[config.mk]
export PLATFORM = sky130hd
export DESIGN_NAME = bios_loader
export DESIGN_NICKNAME = d
export VERILOG_FILES = /design/src/rtl/bios_loader_pkg.sv /design/src/rtl/bios_loader_sync_fifo.sv /design/src/rtl/bios_loader.sv
export SDC_FILE = /design/constraint.sdc
export NUM_CORES = 1
export LEC_CHECK = 0
export BUFFER_PORTS_ARGS = -buffer_cell sky130_fd_sc_hd__buf_2
export CORE_ASPECT_RATIO = 0.7
export CORE_MARGIN = 1.5
export CORE_UTILIZATION = 59
export CTS_CLUSTER_DIAMETER = 30
export DETAILED_ROUTE_END_ITERATION = 7
export PLACE_DENSITY = 0.89
export SLEW_MARGIN = 5
export SYNTH_ARGS = -nofsm -noshare
export SYNTH_HDL_FRONTEND = slang
export SYNTH_SLANG_ARGS = --single-unit
export TNS_END_PERCENT = 5
[constraint.sdc]
create_clock -name clk -period 7.4 [get_ports clk]
set_clock_uncertainty 0.15 [all_clocks]
set_input_delay 1.48 -clock clk [delete_from_list [all_inputs] [get_ports clk]]
set_output_delay 1.48 -clock clk [all_outputs]
set_load 0.01 [all_outputs]
[src/rtl/bios_loader_pkg.sv]
// Shared types and constants for the boot/debug command processor.
//   opcode_e  : command byte values accepted on the serial link
//   state_e   : command processor states
//   ACK_*     : single-byte replies
//   STAT_*    : bit positions inside the STATUS reply byte
package bios_loader_pkg;

  typedef enum logic [7:0] {
    OP_NOP      = 8'h00,
    OP_BOOT     = 8'h01,
    OP_RST      = 8'h02,
    OP_SET_ADDR = 8'h03,
    OP_WRITE    = 8'h04,
    OP_READ     = 8'h05,
    OP_STATUS   = 8'h06
  } opcode_e;

  typedef enum logic [2:0] {
    ST_CMD,
    ST_ARGS,
    ST_MEM_REQ,
    ST_MEM_WAIT,
    ST_TX,
    ST_CONSOLE
  } state_e;

  localparam logic [7:0] ACK_OK  = 8'h00;
  localparam logic [7:0] ACK_ERR = 8'hEE;

  localparam int STAT_CPU_RST    = 0;
  localparam int STAT_FIFO_EMPTY = 1;
  localparam int STAT_OVERFLOW   = 2;

endpackage

[src/rtl/bios_loader_sync_fifo.sv]
// Single-clock FIFO with first-word-fall-through output.
//   push/din  : write side; a push while full is dropped unless a pop
//               happens in the same cycle
//   pop/dout  : read side; dout shows the head entry whenever !empty
//   full/empty: registered status flags
module sync_fifo #(
  parameter int WIDTH = 8,
  parameter int DEPTH = 64
) (
  input  logic             clk,
  input  logic             rst_n,
  input  logic             push,
  input  logic [WIDTH-1:0] din,
  input  logic             pop,
  output logic [WIDTH-1:0] dout,
  output logic             full,
  output logic             empty
);
  localparam int AW = $clog2(DEPTH);

  logic [WIDTH-1:0] mem [DEPTH];
  logic [AW-1:0]    wr_ptr, rd_ptr;
  logic [AW:0]      count, count_nxt;
  logic             do_push, do_pop;

  assign do_pop  = pop && !empty;
  // A pop frees the slot this cycle, so a push into a full FIFO still lands.
  assign do_push = push && (!full || do_pop);
  assign dout    = mem[rd_ptr];

  always_comb begin
    count_nxt = count;
    if (do_push && !do_pop)      count_nxt = count + (AW+1)'(1);
    else if (!do_push && do_pop) count_nxt = count - (AW+1)'(1);
  end

  always_ff @(posedge clk) begin
    if (do_push) mem[wr_ptr] <= din;
  end

  always_ff @(posedge clk or negedge rst_n) begin
    if (!rst_n) begin
      wr_ptr <= '0;
      rd_ptr <= '0;
      count  <= '0;
      full   <= 1'b0;
      empty  <= 1'b1;
    end else begin
      if (do_push) wr_ptr <= wr_ptr + AW'(1);
      if (do_pop)  rd_ptr <= rd_ptr + AW'(1);
      count <= count_nxt;
      full  <= (count_nxt == (AW+1)'(DEPTH));
      empty <= (count_nxt == '0);
    end
  end
endmodule

[src/rtl/bios_loader.sv]
// Boot/debug command processor between a byte serial link and a RAM port.
//   clk, rst_n            : clock, async active-low reset
//   i_ebreak              : CPU breakpoint, returns to command mode from console
//   o_cpu_rst, o_booted   : CPU reset hold / CPU running
//   o_mem_*, i_mem_*      : word RAM port, req held until gnt, rvalid later
//   i_rx_*, o_rx_ready    : command byte input
//   o_tx_*, i_tx_ready    : reply / console byte output
//   i_con_*, o_con_full   : CPU console byte input into an internal FIFO
module bios_loader
  import bios_loader_pkg::*;
#(
  parameter int ADDR_WIDTH = 32,
  parameter int DATA_WIDTH = 32,
  parameter int CON_DEPTH  = 64
) (
  input  logic                    clk,
  input  logic                    rst_n,
  input  logic                    i_ebreak,
  output logic                    o_cpu_rst,
  output logic                    o_booted,
  output logic                    o_mem_req,
  output logic                    o_mem_we,
  output logic [ADDR_WIDTH-1:0]   o_mem_addr,
  output logic [DATA_WIDTH/8-1:0] o_mem_be,
  output logic [DATA_WIDTH-1:0]   o_mem_wdata,
  input  logic                    i_mem_gnt,
  input  logic                    i_mem_rvalid,
  input  logic [DATA_WIDTH-1:0]   i_mem_rdata,
  input  logic [7:0]              i_rx_data,
  input  logic                    i_rx_valid,
  output logic                    o_rx_ready,
  output logic [7:0]              o_tx_data,
  output logic                    o_tx_valid,
  input  logic                    i_tx_ready,
  input  logic [7:0]              i_con_data,
  input  logic                    i_con_valid,
  output logic                    o_con_full
);
  localparam int         AB      = ADDR_WIDTH/8;
  localparam int         DB      = DATA_WIDTH/8;
  localparam logic [3:0] AB_LAST = 4'(AB-1);
  localparam logic [3:0] DB_LAST = 4'(DB-1);

  state_e                state, state_nxt;
  logic [ADDR_WIDTH-1:0] addr;
  logic [DATA_WIDTH-1:0] wdata, tx_buf;
  logic [3:0]            arg_cnt, tx_cnt;
  logic                  arg_is_write, boot_pend, ebreak_pend;
  logic                  cpu_rst, booted, overflow, mem_we;
  logic                  fifo_full, fifo_empty, fifo_pop, console_exit;
  logic [7:0]            fifo_dout, status;

  sync_fifo #(.WIDTH(8), .DEPTH(CON_DEPTH)) u_con_fifo (
    .clk   (clk),
    .rst_n (rst_n),
    .push  (i_con_valid),
    .din   (i_con_data),
    .pop   (fifo_pop),
    .dout  (fifo_dout),
    .full  (fifo_full),
    .empty (fifo_empty)
  );

  assign fifo_pop    = (state == ST_CONSOLE) && !fifo_empty && i_tx_ready;
  assign o_con_full  = fifo_full;
  assign o_cpu_rst   = cpu_rst;
  assign o_booted    = booted;
  assign o_mem_we    = mem_we;
  assign o_mem_addr  = addr;
  assign o_mem_wdata = wdata;
  assign o_mem_be    = '1;

  always_comb begin
    status                  = '0;
    status[STAT_CPU_RST]    = cpu_rst;
    status[STAT_FIFO_EMPTY] = fifo_empty;
    status[STAT_OVERFLOW]   = overflow;
  end

  always_ff @(posedge clk or negedge rst_n) begin
    if (!rst_n) state <= ST_CMD;
    else        state <= state_nxt;
  end

  always_comb begin
    state_nxt    = state;
    o_rx_ready   = 1'b0;
    o_tx_valid   = 1'b0;
    o_tx_data    = tx_buf[7:0];
    o_mem_req    = 1'b0;
    console_exit = 1'b0;
    case (state)
      ST_CMD: begin
        o_rx_ready = 1'b1;
        if (i_rx_valid) begin
          case (i_rx_data)
            OP_SET_ADDR, OP_WRITE: state_nxt = ST_ARGS;
            OP_READ:               state_nxt = ST_MEM_REQ;
            default:               state_nxt = ST_TX;
          endcase
        end
      end
      ST_ARGS: begin
        o_rx_ready = 1'b1;
        if (i_rx_valid && arg_cnt == (arg_is_write ? DB_LAST : AB_LAST))
          state_nxt = arg_is_write ? ST_MEM_REQ : ST_TX;
      end
      ST_MEM_REQ: begin
        o_mem_req = 1'b1;
        if (i_mem_gnt) state_nxt = mem_we ? ST_TX : ST_MEM_WAIT;
      end
      ST_MEM_WAIT: if (i_mem_rvalid) state_nxt = ST_TX;
      ST_TX: begin
        o_tx_valid = 1'b1;
        if (i_tx_ready && tx_cnt == '0) state_nxt = boot_pend ? ST_CONSOLE : ST_CMD;
      end
      ST_CONSOLE: begin
        o_tx_valid = !fifo_empty;
        o_tx_data  = fifo_dout;
        // Leave only once no byte is stuck mid-handshake on tx.
        console_exit = (i_ebreak || ebreak_pend) && !(!fifo_empty && !i_tx_ready);
        if (console_exit) state_nxt = ST_CMD;
      end
      default: state_nxt = ST_CMD;
    endcase
  end

  always_ff @(posedge clk or negedge rst_n) begin
    if (!rst_n) begin
      addr         <= '0;
      wdata        <= '0;
      tx_buf       <= '0;
      arg_cnt      <= '0;
      tx_cnt       <= '0;
      arg_is_write <= 1'b0;
      boot_pend    <= 1'b0;
      ebreak_pend  <= 1'b0;
      cpu_rst      <= 1'b1;
      booted       <= 1'b0;
      overflow     <= 1'b0;
      mem_we       <= 1'b0;
    end else begin
      case (state)
        ST_CMD: if (i_rx_valid) begin
          arg_cnt <= '0;
          tx_cnt  <= '0;
          tx_buf  <= DATA_WIDTH'(ACK_OK);
          case (i_rx_data)
            OP_NOP:      ;
            OP_BOOT:     boot_pend <= 1'b1;
            OP_RST:      cpu_rst <= 1'b1;
            OP_SET_ADDR: arg_is_write <= 1'b0;
            OP_WRITE:    begin arg_is_write <= 1'b1; mem_we <= 1'b1; end
            OP_READ:     mem_we <= 1'b0;
            OP_STATUS:   begin tx_buf <= DATA_WIDTH'(status); overflow <= 1'b0; end
            default:     tx_buf <= DATA_WIDTH'(ACK_ERR);
          endcase
        end
        ST_ARGS: if (i_rx_valid) begin
          // Little-endian: each byte enters at the top and shifts down.
          arg_cnt <= arg_cnt + 4'd1;
          if (arg_is_write) wdata <= (wdata >> 8) | (DATA_WIDTH'(i_rx_data) << (DATA_WIDTH-8));
          else              addr  <= (addr >> 8)  | (ADDR_WIDTH'(i_rx_data) << (ADDR_WIDTH-8));
        end
        ST_MEM_REQ: if (i_mem_gnt) addr <= addr + ADDR_WIDTH'(DB);
        ST_MEM_WAIT: if (i_mem_rvalid) begin
          tx_buf <= i_mem_rdata;
          tx_cnt <= DB_LAST;
        end
        ST_TX: if (i_tx_ready) begin
          tx_buf <= tx_buf >> 8;
          tx_cnt <= tx_cnt - 4'd1;
          if (tx_cnt == '0 && boot_pend) begin
            boot_pend <= 1'b0;
            cpu_rst   <= 1'b0;
            booted    <= 1'b1;
          end
        end
        ST_CONSOLE: begin
          if (console_exit) begin
            ebreak_pend <= 1'b0;
            booted      <= 1'b0;
            cpu_rst     <= 1'b1;
          end else if (i_ebreak) begin
            ebreak_pend <= 1'b1;
          end
        end
        default: ;
      endcase
      // A dropped push wins over the STATUS clear in the same cycle.
      if (i_con_valid && fifo_full && !fifo_pop) overflow <= 1'b1;
    end
  end
endmodule
==> out/qor.yml <==
status: "complete, but fails checks"
violations: "DRC"
whs_path_depth: 1
criticalPathCategory: "register to output port"
syn_inst: 1691
grt_use_total_pct: 31.5
ctsHoldBuffers: 0
chipHeight_um: 182
grt_start_max_net_pins: 78
die-area_um2: 47000
clock_path_buffers: 3
power.share.sequential_pct: 39.5
hold_end: "tx_buf[0]"
drc: 35
fill_cells: 2629
min_from: "tx_buf[0]"
top_usage_layer: "met2"
ff2ff_path_depth: 5
r2r_slack_ps: 3240
rows: 65
clock.fmax_mhz: 172
core_region_area_um2: 45100
p_sw_mw: 4.22
intPower_mw: 8.36
cts_resized: 0
htree_levels: 3
hold_violations: 0
cts_setup_buffers: 0
tns_ps: 0
routabilityCongestion: 1.05
crit_arrival_ps: 4190
grt_pass1_wl_um: 109000
initial_core_util_pct: 59.9
ys_seq_area_share_pct: 69.5
grt_util_met3_pct: 10.4
async_flop_share_pct: 20.9
p_comb_share_pct: 24.9
grt_use_met1_pct: 43.6
portBuffers: 134
rsz0062_at_grt: "false"
hold_slack_ps: 350
multi_input_area_um2: 7610
synth_cell_types: 81
cts_buffers: 91
p_leak_nw: 10.8
grt_pass1_vias: 16924
clkPwrFrac_pct: 35.6
numClockSinks: 647
ys_seq_elements: 647
drive_gt1_share_pct: 26.0
endpoint_kind: "output port"
required_ps: 5770
viasPerCell: 7.02
startpoint_type: "register"
min_period_ps: 5820
syn_avg_cell_area_um2: 16.0
ys.flop_type: "edfxtp_1"
tightest_slew_ps: 1340
path_clk_slew_ps: 60
peakVddDrop_mv: 0.208
fin_nets: 1888
ant_nets: 0
r2r-end: "tx_buf[7]"
power.density_nw_per_um2: 403
cp_max_fo: 51
totalWireLength_um: 73600
io_pins: 139
synth_warnings: 0
hold_class: "register to register"
fin_crit_sh_pct: 78.7
gr-usage-met2_pct: 45.9
cap_violations: 0
drtIter0Drc: 3309
regArea_um2: 18800
timing.final.ws_setup_ps: 1580
syn_area_um2: 27000
synth_edf_count: 512
pre_cts_ws_ps: 2360
vias: 17591
wl_per_cell_um: 29.4
tritoncts: "built"
area_delta_synth_final_pct: 15.7
antenna_found_initial: 3
cts_root_buffer: "clkbuf_16"
drtPass1Iterations: 8
crit-reg2reg-launch: "state[0]"
switching_share_pct: 33.6
slew_headroom_pct: 10.6
die_w_um: 259
setup_viol_count_final: 0
slew_viol_final: 0
overflow: 0
dpl.hpwl_um: 42900
insertion_delay_ps: 630
[synthesized netlist by cell type, types with 9 or more instances]
master    count  area, um2
nand2_1      70        263
nor2_1      155        582
and3_1       14       87.6
nor3_1       10       50.1
nand3_1      35        175
mux4_2      104       2340
o22a_1       15        131
or3_1         9       56.3
mux2i_1      40        400
buf_4         9       67.6
o22ai_1      31        194
a211oi_1      9       67.6
a22oi_1      21        158
buf_2        28        140
inv_1        15       56.3
nand2b_1      9       56.3
edfxtp_1    512      15400
o21ai_1      15       75.1
o21ai_0      33        165
clkbuf_1     63        236
dfrtp_1     133       3330
nand4_1      14       87.6
a21oi_1      59        295
nor4_1       14       87.6
mux2_2       54        608
a22o_1       18        158
xnor2_1      11       96.3
nor2b_1      12       75.1
a221oi_1     23        201
[cell usage in the layout, fill, tap and decap left out, drive strengths merged, types with 25 or more instances in the layout]
| cell | count |
|---|---|
| edfxtp | 512 |
| mux4 | 104 |
| nand2 | 70 |
| clkbuf | 93 |
| mux2i | 40 |
| a21oi | 59 |
| nor2 | 155 |
| o22ai | 31 |
| mux2 | 54 |
| nand3 | 35 |
| o21ai | 48 |
| clkinv | 25 |
| dfrtp | 133 |
| buf | 151 |
| inv | 47 |
[layout make-up]
| class | count | area share (%) |
|---|---|---|
| Antenna cell | 1 | 0.00802 |
| Clock inverter | 78 | 2.83 |
| Clock buffer | 93 | 7.39 |
| Sequential cell | 647 | 60.1 |
| Inverter | 17 | 0.204 |
| Multi-Input combinational cell | 916 | 24.4 |
| Tap cell | 603 | 2.42 |
| Timing Repair Buffer | 151 | 2.66 |
[worst max path at each step]
| stage | startpoint | endpoint | slack (ps) | cells after the start |
|---|---|---|---|---|
| finish | u_con_fifo.rd_ptr[2] | o_tx_data[5] | 1580 | 7 |
| global route | u_con_fifo.rd_ptr[0] | o_tx_data[5] | 1480 | 7 |
| CTS | u_con_fifo.rd_ptr[0] | o_tx_data[1] | 1670 | 7 |
| detailed placement | u_con_fifo.rd_ptr[0] | o_tx_data[4] | 2360 | 7 |
| global placement | u_con_fifo.rd_ptr[0] | o_tx_data[4] | 2440 | 7 |
| floorplan | u_con_fifo.rd_ptr[0] | o_tx_data[4] | 3670 | 6 |
[power groups by stage]
stage / combinational [mW] / clock, mW / sequential (mW)
6_report: 3.14 / 4.48 / 4.97
3_3_place_gp: 2.88 / 0 / 4.95
5_1_grt: 3.28 / 4.65 / 5.01
4_1_cts: 3.06 / 4.49 / 4.93
2_1_floorplan: 2.15 / 0 / 4.76
3_5_place_dp: 2.98 / 0 / 4.98
[metal layers]
layer / vias to the layer above / share of wire [%] / wire length (um)
met1: 8690 / 36 / 26700
met3: 321 / 14 / 10400
li1: 7021 / - / -
met2: 1555 / 45 / 32900
met5: - / 0.14 / 100
met4: 4 / 4.9 / 3570
[registers in the layout, summed over array words and instances (netlist names), 3 cells and up]
register           cells
u_con_fifo.mem       512
arg_cnt                4
u_con_fifo.count       7
o_mem_wdata           32
tx_cnt                 4
state                  3
u_con_fifo.rd_ptr      6
o_mem_addr            32
tx_buf                32
u_con_fifo.wr_ptr      6
[kinds of logic after synthesis]
group,share of synthesized area (%)
flip-flops,69.5
buffers and inverters,2.30
multiplexers,12.4
other,0.0139
adder cells (fa/ha/maj),0.371
AND/OR/NAND/NOR,7.30
AO/OA/AOI/OAI,7.57
XOR/XNOR,0.487
[metrics by stage]
stage | total power [mW] | util [%] | area (um2) | std cells
2_1_floorplan | 6.91 | - | 27000 | 1694
3_3_place_gp | 7.83 | 62.2 | 28000 | 2334
3_5_place_dp | 7.97 | 62.2 | 28000 | 2334
4_1_cts | 12.5 | 69.3 | 31200 | 2505
5_1_grt | 12.9 | 69.3 | 31200 | 2506
6_report | 12.6 | 69.3 | 31200 | 2506
[critical path: stages (launching register included)]
cell and delay [ps]:
dfrtp_2 640, buf_4 720, and2_1 880, a22oi_1 200, and3_1 290, a211o_1 400, o311ai_1 130, buf_2 240
No activity file was read; power rests on OpenSTA's default activity.
